===== config.mk =====
export PLATFORM = sky130hd
export DESIGN_NAME = nibble_serial_subtractor
export DESIGN_NICKNAME = d
export VERILOG_FILES = /design/src/rtl/nibble_serial_subtractor.sv
export SDC_FILE = /design/constraint.sdc
export NUM_CORES = 1
export LEC_CHECK = 0
export BUFFER_PORTS_ARGS = -buffer_cell sky130_fd_sc_hd__buf_2
export CAP_MARGIN = 20
export CORE_MARGIN = 4
export CORE_UTILIZATION = 56
export DETAILED_ROUTE_END_ITERATION = 8
export PLACE_DENSITY = 0.86
export SLEW_MARGIN = 30
export SYNTH_ARGS = -nofsm -noshare
export SYNTH_HDL_FRONTEND = slang
export SYNTH_SLANG_ARGS = --single-unit

===== constraint.sdc =====
create_clock -name clk -period 3.3 [get_ports clk]
set_clock_uncertainty 0.2 [all_clocks]
set_input_delay 0 -clock clk [delete_from_list [all_inputs] [get_ports clk]]
set_output_delay 0 -clock clk [all_outputs]
set_load 0.05 [all_outputs]

===== src/rtl/nibble_serial_subtractor.sv =====
// nibble_serial_subtractor: A - B - bin computed one 4-bit lookahead slice per clock, LS nibble first.
// Optional SUB_STATUS_FLAGS_EN adds registered zero/neg/ovf status outputs.
module nibble_serial_subtractor #(
    parameter int WIDTH = 16
) (
    input  logic             clk,
    input  logic             rst_n,
    input  logic             start,
    input  logic [WIDTH-1:0] A,
    input  logic [WIDTH-1:0] B,
    input  logic             bin,
    output logic             busy,
    output logic             done,
    output logic [WIDTH-1:0] diff,
`ifdef SUB_STATUS_FLAGS_EN
    output logic             zero,
    output logic             neg,
    output logic             ovf,
`endif
    output logic             borrow
);
    localparam int N  = WIDTH / 4;
    localparam int KW = N > 1 ? $clog2(N) : 1;

    typedef enum logic [1:0] {IDLE, RUN, DONE} state_t;

    state_t           state;
    logic [WIDTH-1:0] a_q, b_q, res, res_n;
    logic             br;
    logic [KW-1:0]    k;
    logic [3:0]       na, nb, g, p, s;
    logic [4:0]       c;
    logic             last, accept;

    // Subtraction as A + ~B + ~borrow; carries are formed in parallel from G/P.
    always_comb begin
        na    = a_q[4*int'(k) +: 4];
        nb    = b_q[4*int'(k) +: 4];
        g     = na & ~nb;
        p     = na ^ ~nb;
        c[0]  = ~br;
        c[1]  = g[0] | (p[0] & c[0]);
        c[2]  = g[1] | (p[1] & g[0]) | (p[1] & p[0] & c[0]);
        c[3]  = g[2] | (p[2] & g[1]) | (p[2] & p[1] & g[0]) | (p[2] & p[1] & p[0] & c[0]);
        c[4]  = g[3] | (p[3] & g[2]) | (p[3] & p[2] & g[1]) | (p[3] & p[2] & p[1] & g[0])
              | (p[3] & p[2] & p[1] & p[0] & c[0]);
        s     = p ^ c[3:0];
        res_n = res;
        res_n[4*int'(k) +: 4] = s;
    end

    assign last   = k == KW'(N - 1);
    assign accept = start && (state == IDLE || state == DONE);

    always_ff @(posedge clk) begin
        if (!rst_n) begin
            state  <= IDLE;
            busy   <= 1'b0;
            done   <= 1'b0;
            diff   <= '0;
            borrow <= 1'b0;
            a_q    <= '0;
            b_q    <= '0;
            res    <= '0;
            br     <= 1'b0;
            k      <= '0;
`ifdef SUB_STATUS_FLAGS_EN
            zero   <= 1'b0;
            neg    <= 1'b0;
            ovf    <= 1'b0;
`endif
        end else begin
            state <= accept ? RUN : (state == RUN) ? (last ? DONE : RUN) : IDLE;
            busy  <= accept || (state == RUN && !last);
            done  <= state == RUN && last;
            if (accept) begin
                a_q <= A;
                b_q <= B;
                br  <= bin;
                k   <= '0;
                res <= '0;
            end else if (state == RUN) begin
                res <= res_n;
                br  <= ~c[4];
                k   <= k + 1'b1;
                if (last) begin
                    diff   <= res_n;
                    borrow <= ~c[4];
`ifdef SUB_STATUS_FLAGS_EN
                    zero   <= res_n == '0;
                    neg    <= res_n[WIDTH-1];
                    ovf    <= (a_q[WIDTH-1] ^ b_q[WIDTH-1]) & (a_q[WIDTH-1] ^ res_n[WIDTH-1]);
`endif
                end
            end
        end
    end
endmodule

==> impl_metrics.ini <==
[yosys]
ys.flop_type = dfxtp_1
async_reset_ff_share_pct = 0
yosysUniqueCellTypes = 49
seq_area_frac_synth_pct = 42.39
syn_nets = 420
synth_compound_area_share_pct = 24.10
ys_ff_latch = 71
netlist_instances = 372
netlist_area_sq_um = 3353
syn_avg_cell_area_sq_um = 9.014
ys_top_cells_by_area = dfxtp_1 (42%), nand2_1 (8.4%), a21boi_0 (7.2%)
yosysTopAreaCell = dfxtp_1
synth.top_cell.area_share_pct = 42.39
synthSimpleGateAreaFrac_pct = 18.28
synthXorXnorAreaFrac_pct = 0.2612
synth.area.mux_share_pct = 5.373
synth-edff-count = 0
synth-adder-area-share_pct = 4.701
synth_top_family_by_area = compound AO/OA/AOI/OAI gates
ys.warnings.count = 0

[detailed_routing]
postRouteAntennaNets = 0
routedWlPerCell_um = 18.43
viasPerCell = 6.111
via_count = 3367
remaining_drc_errors = 0
drtIter0Drc = 305
wirelength_um = 10160
drt_pass1_iterations = 5

[clock_network]
cts_setup_buffers = 0
htreeDepth = 3
cts_buffer_depth = 2
cts_tree = built
numCtsBuffers = 9
cts_root_buffer = clkbuf_8
clock_sinks = 71
insertion_delay_ps = 350
clkTransAtPathRegs_ps = 80

[floorplanning]
io_pins = 55
fp-row-count = 27
dieArea_sq_um = 7290
die_w_um = 85.38
die_height_um = 85.38
start_util_pct = 59.44
core_sq_um = 5642

[global_routing]
antenna_found_initial = 0
grt.overflow.total = 0
grt_pass1_wl_um = 16930
grt_use_total_pct = 29.44
first_global_vias = 3489
grt_max_degree = 58

[place]
io_buffers = 54
gp_congestion = 0.9078
post-dp-hpwl_um = 5742

[min_path]
hold_class = input port to flip-flop
min_path_cells = 4
hold_start = start
hold_end = b_q[0]

[finish]
final_nets = 522
area_growth_pct = 31.38
drive_gt1_share_pct = 19.83
seqCellArea_sq_um = 1421
diodes = 0
multi_input_area_sq_um = 1775
fillers = 337

[power_and_ir_drop]
clkPwrFrac_pct = 34.0
p_sw_w = 0.0005838
p_int_w = 0.001413
p_seq_share_pct = 46.0
pwr_density_cell_nw_per_um2 = 453.2
combPwrFrac_pct = 20.0
swShare_pct = 29.24
vdd_drop_max_v = 0.0003632
p_leak_nw = 1.769

[setup_path]
worstPathRequired_ps = 3300
ff2ff_path_depth = 7
r2r_start = k[0]
crit_type = flip-flop to flip-flop
worstSetupStartpointType = flip-flop
r2r_slack_ps = 400
worst-path-max-fanout = 13
arrival_ps = 2910
reg2reg_to = res[14]
endpoint_kind = flip-flop

[timing]
worst_pin_slew_ps = 783.0
min_period_ps = 2901
final-hold-violation-count = 0
grt_setup_unrepaired = false
relSlewSlack_pct = 47.80
timing.fmax_mhz = 344.7
period_share_pct = 87.91
finalSetupViolCount = 0
hold_ws_ps = 18.24
fin_tns_setup_ps = 0
final_max_slew_viol_count = 0

[run]
max-cap-violations = 0

[outcome]
status = complete, no violations
==> cell type report <==
type / count / share of cell area (%)
multi-input combinational: 261 / 40.30
clock buffer: 10 / 2.897
timing repair buffer: 116 / 19.82
inverter: 15 / 1.278
sequential: 71 / 32.26
tap: 72 / 2.045
clock inverter: 6 / 1.392
==> critical path, stage by stage (launching register included) <==
cell and delay (ps):
dfxtp_1 330, buf_4 200, mux4_2 520, ha_1 380
nor2_1 490, a2111oi_0 190, a221oi_1 330, a211oi_1 120
==> synth_stat cells (all sizes together), types with 2 or more instances <==
cell type  instances
nor2              28
and2b              2
ha                11
and2               3
buf                8
a2111oi            4
a22oi              4
nand2b             3
o2111ai            7
o41ai              4
mux4               8
o22ai              3
o211a              3
nand4              2
nand4bb            3
a221oi             4
a21oi             19
a21boi            32
a211oi            12
dfxtp             71
and3               2
nor3b              3
inv               15
nor2b              2
and4bb             2
nand2             75
o21ai             13
clkbuf            17
==> metal layers <==
layer	track usage [%]	routed length (um)
met1	34.56	3809
met3	5.825	751
met2	50.28	5157
met4	15.83	437
met5	0	0
==> worst max-delay path by stage <==
stage / from / end / slack [ps] / cells past startpoint
2_1_floorplan: k[0] / res[11] / 450 / 8
3_3_place_gp: k[0] / res[6] / 610 / 7
3_5_place_dp: k[0] / res[14] / 490 / 7
4_1_cts: k[0] / res[6] / 450 / 7
5_1_grt: k[1] / res[14] / 250 / 7
6_report: k[0] / res[14] / 400 / 7
==> what timing repair did <==
action,in CTS,in global routing
hold endpoints to repair,33,0
gates resized for setup,0,0
hold buffers,55,0
==> cell families after synthesis <==
family,count (synthesis)
muxes,8
AOI/OAI and AO/OA,109
xor gates and xnor gates,1
adders and majority gates,12
DFF,71
buffers and inverters,40
and+or+nand+nor,131
==> cell usage in the layout (no fill, tap or decap), types with 2 or more instances in the layout <==
master / netlist / layout
nand2_1: 75 / 75
dfxtp_1: 71 / 71
dlygate4sd3_1: 0 / 55
buf_2: 4 / 54
a21boi_0: 32 / 32
nor2_1: 28 / 28
a21oi_1: 19 / 19
inv_1: 14 / 14
o21ai_0: 12 / 12
a211oi_1: 11 / 11
ha_1: 11 / 11
clkbuf_8: 0 / 9
mux4_2: 8 / 8
buf_4: 0 / 7
o2111ai_1: 6 / 6
a221oi_1: 4 / 4
o41ai_1: 4 / 4
a22oi_1: 4 / 4
and2_1: 3 / 3
nand4bb_1: 3 / 3
o22ai_1: 3 / 3
nor3b_1: 3 / 3
o211a_1: 3 / 3
clkinv_2: 0 / 3
and2b_1: 2 / 2
a2111oi_0: 2 / 2
and4bb_2: 2 / 2
nand2b_1: 2 / 2
a2111oi_2: 2 / 2
nand4_1: 2 / 2
and3_1: 2 / 2
==> power by group through the flow <==
stage	Combinational [W]	Sequential, W	Clock (W)
final	0.000399	0.000919	0.000679
after CTS	0.000375	0.000915	0.000678
after global placement	0.000313	0.000933	0
after global routing	0.000431	0.000922	0.000721
after detailed placement	0.000322	0.000935	0
after floorplan	0.000234	0.000930	0
==> flip-flops by register name, indices dropped and copies added, names as in the netlist <==
register and cells:
state 1, br 1, k 2, busy 1, diff 16, a_q 16
b_q 16, borrow 1, res 16, done 1
==> metrics by stage <==
| step | power, W | utilization, % | setup slack [ps] | std cells | area (sq um) |
|---|---|---|---|---|---|
| after detailed placement | 0.001257 | 64.98 | 489.8 | 480 | 3666 |
| final | 0.001997 | 78.09 | 399.0 | 551 | 4405 |
| after CTS | 0.001969 | 78.09 | 451.2 | 551 | 4405 |
| after global routing | 0.002074 | 78.09 | 245.3 | 551 | 4405 |
| after floorplan | 0.001164 | - | 448.4 | 372 | 3353 |
| after global placement | 0.001246 | 64.89 | 611.4 | 480 | 3661 |
(Power assumes the default switching activity.)
